--- config.mk ---
export PLATFORM = sky130hd
export DESIGN_NAME = alarm_controller
export DESIGN_NICKNAME = d
export VERILOG_FILES = /design/src/rtl/alarm_controller.sv
export SDC_FILE = /design/constraint.sdc
export NUM_CORES = 1
export LEC_CHECK = 0
export BUFFER_PORTS_ARGS = -buffer_cell sky130_fd_sc_hd__buf_2
export CORE_ASPECT_RATIO = 1.4
export CORE_MARGIN = 2
export CORE_UTILIZATION = 30
export DETAILED_ROUTE_END_ITERATION = 10
export PLACE_DENSITY = 0.56
export SYNTH_ARGS = -nofsm -noshare
export SYNTH_HDL_FRONTEND = slang
export SYNTH_SLANG_ARGS = --single-unit
--- constraint.sdc ---
create_clock -name clk -period 3 [get_ports clk]
set_clock_uncertainty 0.1 [all_clocks]
set_input_delay 0.6 -clock clk [delete_from_list [all_inputs] [get_ports clk]]
set_output_delay 0.6 -clock clk [all_outputs]
set_load 0.01 [all_outputs]
--- src/rtl/alarm_controller.sv ---
// Alarm controller: compares the running BCD time against a BCD alarm time and
// drives ring/snooze through an armed/ringing/snoozing state machine.
module alarm_controller #(
    parameter int RING_TICKS = 60,
    parameter int SNOOZE_MIN = 5,
    parameter int MAX_SNOOZE = 3
) (
    input  logic       clk,
    input  logic       rst,
    input  logic       en,
    input  logic       tick,
    input  logic [1:0] H1,
    input  logic [3:0] H2,
    input  logic [2:0] M1,
    input  logic [3:0] M2,
    input  logic [1:0] AH1,
    input  logic [3:0] AH2,
    input  logic [2:0] AM1,
    input  logic [3:0] AM2,
    input  logic       stop,
    input  logic       snooze,
    output logic       ring,
    output logic       snoozing,
    output logic [2:0] snooze_cnt
);

    localparam int RCW = (RING_TICKS > 1) ? $clog2(RING_TICKS) : 1;

    typedef enum logic [1:0] {DISARMED, ARMED, RINGING, SNOOZING} state_t;

    state_t           state_reg;
    logic             ring_reg;
    logic             snoozing_reg;
    logic [2:0]       snooze_cnt_reg;
    logic [RCW-1:0]   ring_cnt_reg;
    logic             amatch_d_reg;
    logic             smatch_d_reg;
    logic [1:0]       th1_reg;
    logic [3:0]       th2_reg;
    logic [2:0]       tm1_reg;
    logic [3:0]       tm2_reg;

    logic             amatch;
    logic             smatch;
    logic             alarm_trig;
    logic             snooze_trig;
    logic             ring_last;
    logic             snooze_at_limit;

    logic [6:0]       min_sum;
    logic [6:0]       min_new;
    logic [4:0]       hour_cur;
    logic [4:0]       hour_new;
    logic [1:0]       th1_next;
    logic [3:0]       th2_next;
    logic [2:0]       tm1_next;
    logic [3:0]       tm2_next;

    assign amatch = ({H1, H2, M1, M2} == {AH1, AH2, AM1, AM2});
    assign smatch = ({H1, H2, M1, M2} == {th1_reg, th2_reg, tm1_reg, tm2_reg});

    // Edge detection: a match that is already present never triggers.
    assign alarm_trig  = amatch & ~amatch_d_reg;
    assign snooze_trig = smatch & ~smatch_d_reg;

    assign ring_last       = (ring_cnt_reg == RCW'(RING_TICKS - 1));
    assign snooze_at_limit = (snooze_cnt_reg == 3'(MAX_SNOOZE));

    // Snooze target = current time + SNOOZE_MIN, wrapping minutes and hours.
    always_comb begin
        min_sum  = {4'd0, M1} * 7'd10 + {3'd0, M2} + 7'(SNOOZE_MIN);
        hour_cur = {3'd0, H1} * 5'd10 + {1'b0, H2};
        min_new  = min_sum;
        hour_new = hour_cur;
        if (min_sum >= 7'd60) begin
            min_new  = min_sum - 7'd60;
            hour_new = (hour_cur == 5'd23) ? 5'd0 : hour_cur + 5'd1;
        end
        tm1_next = 3'(min_new / 7'd10);
        tm2_next = 4'(min_new % 7'd10);
        th1_next = 2'(hour_new / 5'd10);
        th2_next = 4'(hour_new % 5'd10);
    end

    always_ff @(posedge clk or negedge rst) begin
        if (!rst) begin
            state_reg      <= DISARMED;
            ring_reg       <= 1'b0;
            snoozing_reg   <= 1'b0;
            snooze_cnt_reg <= 3'd0;
            ring_cnt_reg   <= '0;
            amatch_d_reg   <= 1'b1;
            smatch_d_reg   <= 1'b1;
            th1_reg        <= 2'd0;
            th2_reg        <= 4'd0;
            tm1_reg        <= 3'd0;
            tm2_reg        <= 4'd0;
        end else begin
            amatch_d_reg <= amatch;
            smatch_d_reg <= smatch;
            if (!en) begin
                state_reg      <= DISARMED;
                ring_reg       <= 1'b0;
                snoozing_reg   <= 1'b0;
                snooze_cnt_reg <= 3'd0;
                ring_cnt_reg   <= '0;
            end else begin
                case (state_reg)
                    DISARMED: begin
                        state_reg <= ARMED;
                    end
                    ARMED: begin
                        if (alarm_trig) begin
                            state_reg    <= RINGING;
                            ring_reg     <= 1'b1;
                            ring_cnt_reg <= '0;
                        end
                    end
                    RINGING: begin
                        // An exhausted snooze budget turns snooze into stop.
                        if (stop || (snooze && snooze_at_limit)) begin
                            state_reg      <= ARMED;
                            ring_reg       <= 1'b0;
                            snooze_cnt_reg <= 3'd0;
                        end else if (snooze) begin
                            state_reg      <= SNOOZING;
                            ring_reg       <= 1'b0;
                            snoozing_reg   <= 1'b1;
                            snooze_cnt_reg <= snooze_cnt_reg + 3'd1;
                            th1_reg        <= th1_next;
                            th2_reg        <= th2_next;
                            tm1_reg        <= tm1_next;
                            tm2_reg        <= tm2_next;
                        end else if (tick) begin
                            if (ring_last) begin
                                state_reg      <= ARMED;
                                ring_reg       <= 1'b0;
                                snooze_cnt_reg <= 3'd0;
                            end else begin
                                ring_cnt_reg <= ring_cnt_reg + RCW'(1);
                            end
                        end
                    end
                    SNOOZING: begin
                        if (stop) begin
                            state_reg      <= ARMED;
                            snoozing_reg   <= 1'b0;
                            snooze_cnt_reg <= 3'd0;
                        end else if (snooze_trig) begin
                            state_reg    <= RINGING;
                            ring_reg     <= 1'b1;
                            snoozing_reg <= 1'b0;
                            ring_cnt_reg <= '0;
                        end
                    end
                    default: begin
                        state_reg <= DISARMED;
                    end
                endcase
            end
        end
    end

    assign ring       = ring_reg;
    assign snoozing   = snoozing_reg;
    assign snooze_cnt = snooze_cnt_reg;

endmodule

==> run summary, run 1 <==
TritonRoute pass-1 iters: 4
Total grt overflow: 0
WP buf/inv: 3
Fmax achieved: 204.2 MHz
Worst slew pin tran: 0.6313 ns
PD cells: 671.1 nW/um2
Status: finished with violations
Seq/Total Area, Yosys: 24.20%
Vias: 3,239
Ys flop type: dfrtp_1
Relative max-transition margin: 57.91%
Share of cells above drive strength 1: 44.77%
Final ANT Viol Nets: 0
Initial Utilization: 30.71%
Final setup margin: -1.896 ns
Area leader, netlist: dfrtp_1
Worst Path Arrival: 4.95 ns
Share of the synthesized area in the top cell type: 22.39%
Core Util, Final: 49.01%
Max cap viols: 0
Minimum clock period: 4.896 ns
Die Ht: 120.4 um
Most used cell, CP: ha_4
Post-route DRC: 0
P_leak: 2.150 nW
Fin cells: 617
Clock latency on the worst-skew pair: 0.27 ns
Worst min path class: in -> async
Final worst-path cycle share: 163.2%
Post-synth EDFFs: 0
Die W: 87.17 um
Core Region: 9459 um2
Root Buffer: clkbuf_16
Vias in the first global route: 3,328
Final setup viols: 12
Synth Cell Area: 2905 um2
Violated checks: setup timing
CP top delay family: compound AO/OA/AOI/OAI gates
Cts hold-fix bufs: 0
CP Cell Sequence: buf_6, ha_4, ha_4, ha_4, and3_4, buf_6, nor3_2, or4_4, o21a_4, nor2_4, mux2i_4, ha_4, nor2_2, o21a_1, a211oi_4, xnor2_2, inv_2, ha_4, a211oi_2, mux2i_2, a21oi_2, mux2i_1, o21ai_1
Max reg flops: 6
Cells after DPL: 587
Full die area: 10,500 um2
Syn_nets: 413
Area Growth Syn to Fin: 59.56%
Top cells by area, synth: dfrtp_1, ha_1, xnor2_1, xor2_1, nand2_1
Slew Viols, Final: 0
GP Congestion: 0.8564
Pin count of the biggest net entering global routing: 29
Avg Synthesized Cell Area: 8.301 um2
Top Ports: 37
Clock-pin slew on the worst setup and hold paths: 0.07 ns
IO buf count: 36
Fin Hold WS: 0.2407 ns
Critical Path Sink Type: register
Post-synth ARST share: 100.0%
Netlist cell types: 56
Final net count: 571
Iter 0 DRT Violations: 158
CP max stage cell: or4_4
GRT Overall Usage: 17.85%
Startpoint types: input pin
CTS tree: done
Global-route wire length before repair: 15.26 mm
CTS buffer count: 3
Cell Rows: 42
Sink Count: 28
Hold Fails Final Rpt: 0
Routed WL: 9.325 mm
Worst vdd ir: 344.5 uV
Unrepaired setup endpoints after global routing: yes
Vias/cell: 5.250
Setup_tns: -14.32 ns
Initial antenna violation count: 0
Synth Instances: 350
Routed wire per std cell: 15.11 um
CP Max Fanout: 3
Critical setup path kind: in -> reg
Critical Path RT: 3.06 ns
H-tree Lvls: 1
Antenna Cells: 0
Post-layout total power: 3.111 mW
Max Buffers Root-to-Sink: 2
Biggest cell delay along the critical path: 0.56 ns
Register bit total from synthesis: 28
Yosys warns: 0
Detailed placement HPWL: 7.249 mm
==> kinds of logic after synthesis <==
family                     after synthesis  share of synthesized area [%]
xor gates and xnor gates                33                          9.948
muxes                                    7                          2.455
adders and majority gates               31                          13.87
buffers and inverters                   28                          3.618
DFF                                     28                          24.20
and+or+nand+nor                        122                          21.53
AOI/OAI and AO/OA                      101                          24.38
==> cell usage in the layout (no fill, tap or decap), drive strengths merged, types with 2 or more instances in the layout <==
master  count
and2        4
o21bai      4
a22o        2
inv        21
nor4       11
nand2      31
buf       160
o21a        3
fa          2
or4         3
mux2i       6
a21oi      13
o211a       5
a211oi      9
nand2b     10
nand3       4
a21o        6
o21ai      26
nor2       29
o211ai      5
clkbuf      3
nor3        6
nand4       9
xnor2      19
nor4b       2
dfrtp      26
a31oi       9
ha         29
and3        3
xor2       14
o31ai       7
dfstp       2
or2         4
or3         2
==> through the flow <==
step	setup slack [ns]	cell area, um2
after floorplan	-1.920	3007
after global placement	-1.983	4034
after detailed placement	-2.121	4034
after CTS	-1.747	4442
after global routing	-2.029	4636
final	-1.896	4636
==> final cells by class <==
type | count | area (um2)
fillers | 876 | 4823
multi-input cells | 294 | 2440
repair buffers | 160 | 1171
flip-flops and latches | 28 | 703.2
well taps | 110 | 137.6
inverters | 21 | 78.83
clock buffers | 3 | 75.07
clock inverters | 1 | 30.03
==> worst register-to-register path, stage by stage (launching register included) <==
cell and delay, ns:
dfrtp_1 0.39, xor2_1 0.15, nor4_2 0.29, buf_4 0.16
nand4_1 0.11, nor4_2 0.20, nand2b_1 0.13, nor2_1 0.11
o21ai_0 0.14, o21bai_1 0.22, or2_2 0.32, o31ai_1 0.20
==> metal layers <==
metal,global-route usage (%),up-vias,wire length (um)
li1,-,1603,-
met1,19.41,1557,3680
met2,36.02,59,5229
met3,1.024,20,187
met4,4.615,0,228
met5,0,-,0
==> Yosys cell counts (2+ instances only) <==
cell      instances
nand2b_1         10
and3_1            3
inv_1            21
nor3_1            6
nor4b_1           2
or2_2             4
o21a_1            2
a21oi_1          12
nand3_1           4
a31oi_1           9
or3_1             2
dfrtp_1          26
o211a_1           5
xor2_1           14
nor2_1           29
o211ai_1          5
a211oi_1          8
a22o_1            2
a21o_1            6
o21ai_0          23
ha_1             29
or4_1             2
nand2_1          31
xnor2_1          19
o21ai_1           3
and2_1            4
o21bai_1          4
nand4_1           9
dfstp_2           2
fa_1              2
o31ai_1           7
nor4_1           11
clkbuf_1          6
mux2i_1           6
==> power by group <==
part | switching [mW] | internal (mW)
Clock | 0.139 | 0.266
Sequential | 0.0925 | 0.488
Combinational | 0.996 | 1.13
Total | 1.23 | 1.88
==> timing repair <==
action	CTS	global route
setup buffers	17	12
pin swaps	26	26
gates resized for setup	36	27
gates cloned	0	0
endpoints found under the setup margin	17	18
==> path summary, 6_finish.rpt <==
| check | start | to | slack (ns) | depth (start not counted) |
|---|---|---|---|---|
| worst max-delay path | M1[0] | th2_reg[2] | -1.90 | 23 |
| worst min-delay path | rst | ring | 0.24 | 1 |
| worst max register to register | tm1_reg[1] | ring_cnt_reg[5] | 0.42 | 11 |
| worst min register to register | ring | ring | 0.38 | 1 |
| max in group asynchronous | rst | ring_cnt_reg[4] | 2.14 | 1 |
| min in group clk | ring | ring | 0.38 | 1 |
Note: power is estimated with default switching activity, not from simulation.
==> run 2, diff against run 1 <==
--- a/config.mk
+++ b/config.mk
@@ -12,2 +12,3 @@
 export DETAILED_ROUTE_END_ITERATION = 10
+export GPL_TIMING_DRIVEN = 0
 export PLACE_DENSITY = 0.56
==> constraint.sdc (replaced) <==
create_clock -name clk -period 3 [get_ports clk]
set_clock_uncertainty 0.1 [all_clocks]
set_input_delay 0.3 -clock clk [delete_from_list [all_inputs] [get_ports clk]]
set_output_delay 0.3 -clock clk [all_outputs]
set_load 0.01 [all_outputs]
==> run 2 against run 1 <==
  * The flow still finishes with violations (setup timing)
  * Largest power group unchanged
  * Design area shrank 11%
  * Critical path depth fell by 1
  * Routed wire length fell by 6.7%
  * Fmax is 6.5% higher
  * Non-clock buffer count down 81
  * Combinational power fell by 15%
  * Highest routed layer unchanged
  * Total power fell by 12%
  * Setup slack gained 0.30 ns
==> run summary, run 2 (synthesized netlist as in run 1, its figures left out) <==
Status: finished with violations
Violated checks: setup timing
Cell Rows: 42 (unchanged)
Clock-pin slew on the worst setup and hold paths: 0.07 ns (about the same)
GP Congestion: 0.8913 (+4.1%)
Worst Path Arrival: 4.64 ns (-0.31 ns)
Max cap viols: 0 (unchanged)
Cell area after placement: 3319 um2 (-18%)
WP buf/inv: 2 (-1)
Max reg flops: 6 (unchanged)
Fmax achieved: 217.6 MHz (+6.5%)
Unrepaired setup endpoints after global routing: yes
Max Buffers Root-to-Sink: 2 (unchanged)
GRT Overall Usage: 16.09% (-1.8 points)
Final setup margin: -1.595 ns (+0.3010 ns)
Final net count: 490 (-14%)
Fill cells: 935 (+6.7%)
CP top delay family: compound AO/OA/AOI/OAI gates
Worst hold path cell count: 4
Initial antenna violation count: 0 (unchanged)
Global-route wire length before repair: 13.74 mm (-10%)
Sink Count: 28 (unchanged)
Slew Viols, Final: 0 (unchanged)
CTS buffer count: 3 (unchanged)
Vias: 2,923 (-9.8%)
Pre-CTS WS: -2.372 ns (-0.2508 ns)
Critical Path Sink Type: register
Final ANT Viol Nets: 0 (unchanged)
CP Max Fanout: 5 (+2)
Post-route DRC: 0 (unchanged)
Fin Hold WS: 0.2504 ns (+0.009760 ns)
Core Region: 9459 um2 (unchanged)
Startpoint types: input pin
Antenna Cells: 0 (unchanged)
IO buf count: 35 (-2.8%)
Die Ht: 120.4 um (unchanged)
Minimum clock period: 4.595 ns (-0.3010 ns)
Share of cells above drive strength 1: 35.68% (-9.1 points)
Most frequent cells in the layout: nand2_1, buf_2, buf_4
Critical setup path kind: in -> reg
Vias in the first global route: 2,852 (-14%)
RR Startpoint: tm2_reg[0]
Relative max-transition margin: 52.94% (-5.0 points)
Reg2reg setup slack: 0.29 ns (-0.13 ns)
Biggest cell delay along the critical path: 0.53 ns (-0.03 ns)
Critical Path RT: 3.04 ns (-0.02 ns)
Full die area: 10,500 um2 (unchanged)
H-tree Lvls: 1 (unchanged)
Routed wire per std cell: 16.24 um (+7.4%)
Worst vdd ir: 194.6 uV (-44%)
Most used cell, CP: ha_4
Routed WL: 8.704 mm (-6.7%)
Final Instance Area: 4138 um2 (-11%)
Worst slew pin tran: 0.7033 ns (+0.07199 ns)
Core Util, Final: 43.74% (-5.3 points)
Root Buffer: clkbuf_16
Top Ports: 37 (unchanged)
Total grt overflow: 0 (unchanged)
WHS Endpoint: amatch_d_reg
Fin cells: 536 (-13%)
Detailed placement HPWL: 6.234 mm (-14%)
Final worst-path cycle share: 153.2% (-10 points)
Hold path start: AH2[1]
P_leak: 1.760 nW (-18%)
Cells after DPL: 495 (-16%)
TritonRoute pass-1 iters: 4 (unchanged)
CP Cell Sequence: buf_12, ha_4, ha_4, ha_4, and3_4, o21a_1, or4_4, o21a_4, nor2_4, mux2i_4, ha_4, nor2_2, o21a_1, a211oi_4, xnor2_2, inv_2, ha_4, a211oi_2, mux2i_2, a21oi_2, mux2i_1, o21ai_1
PD cells: 661.1 nW/um2 (-1.5%)
CTS tree: done
Setup_tns: -10.99 ns (+3.326 ns)
Area Growth Syn to Fin: 42.42%
Hold Fails Final Rpt: 0 (unchanged)
Die W: 87.17 um (unchanged)
Post-layout total power: 2.735 mW (-12%)
Pin count of the biggest net entering global routing: 29 (unchanged)
Clock latency on the worst-skew pair: 0.26 ns (about the same)
Vias/cell: 5.453 (+3.9%)
Initial Utilization: 30.71% (unchanged)
CP max stage cell: or4_4
Worst min path class: in -> reg
RR Endpoint: ring_cnt_reg[5]
Cells on worst reg2reg path: 10 (-1)
Final setup viols: 10 (-2)
Iter 0 DRT Violations: 153 (-3.2%)
-- run 2: worst min-delay path, cell delays in order --
cell     delay [ns]
buf_2          0.08
xnor2_1        0.06
nand4_1        0.12
inv_1          0.05
-- run 2: repair_timing --
item,CTS,global route
resized for setup,49,41
setup endpoints to repair,13,16
pin swaps,27,24
setup buffers,25,13
hold buffers,1,0
hold endpoints to repair,26,0
-- run 2: layout make-up --
| cell class | count | area, um2 | area share [%] |
|---|---|---|---|
| Timing Repair Buffer | 72 | 543.0 | 13.12 |
| Inverter | 21 | 78.83 | 1.905 |
| Sequential cell | 28 | 703.2 | 16.99 |
| Multi-Input combinational cell | 294 | 2546 | 61.54 |
| Clock buffer | 4 | 88.84 | 2.147 |
| Buffer | 7 | 40.04 | 0.9676 |
| Tap cell | 110 | 137.6 | 3.326 |
-- run 2: where the power goes --
group / total [mW] / internal, mW / leakage, nW / switching [mW]
clock network: 0.337 / 0.205 / 0.0442 / 0.132
logic: 1.82 / 0.872 / 1.35 / 0.947
registers: 0.580 / 0.488 / 0.363 / 0.0915
total: 2.74 / 1.56 / 1.76 / 1.17
-- run 2: worst max path at each step --
stage	startpoint	to	slack, ns	cells past startpoint
detailed placement	M1[0]	th2_reg[2]	-2.37	23
global route	M1[2]	th2_reg[2]	-1.70	23
floorplan	M1[0]	th2_reg[2]	-1.62	21
CTS	M2[1]	th2_reg[2]	-1.60	22
finish	M1[2]	th2_reg[2]	-1.60	22
global placement	M1[0]	th2_reg[2]	-2.27	23
-- run 2: layer usage --
metal	global-route usage (%)	wire length, um
met3	1.092	258
met5	0	0
met4	2.692	63
met1	18.86	3547
met2	31.54	4835
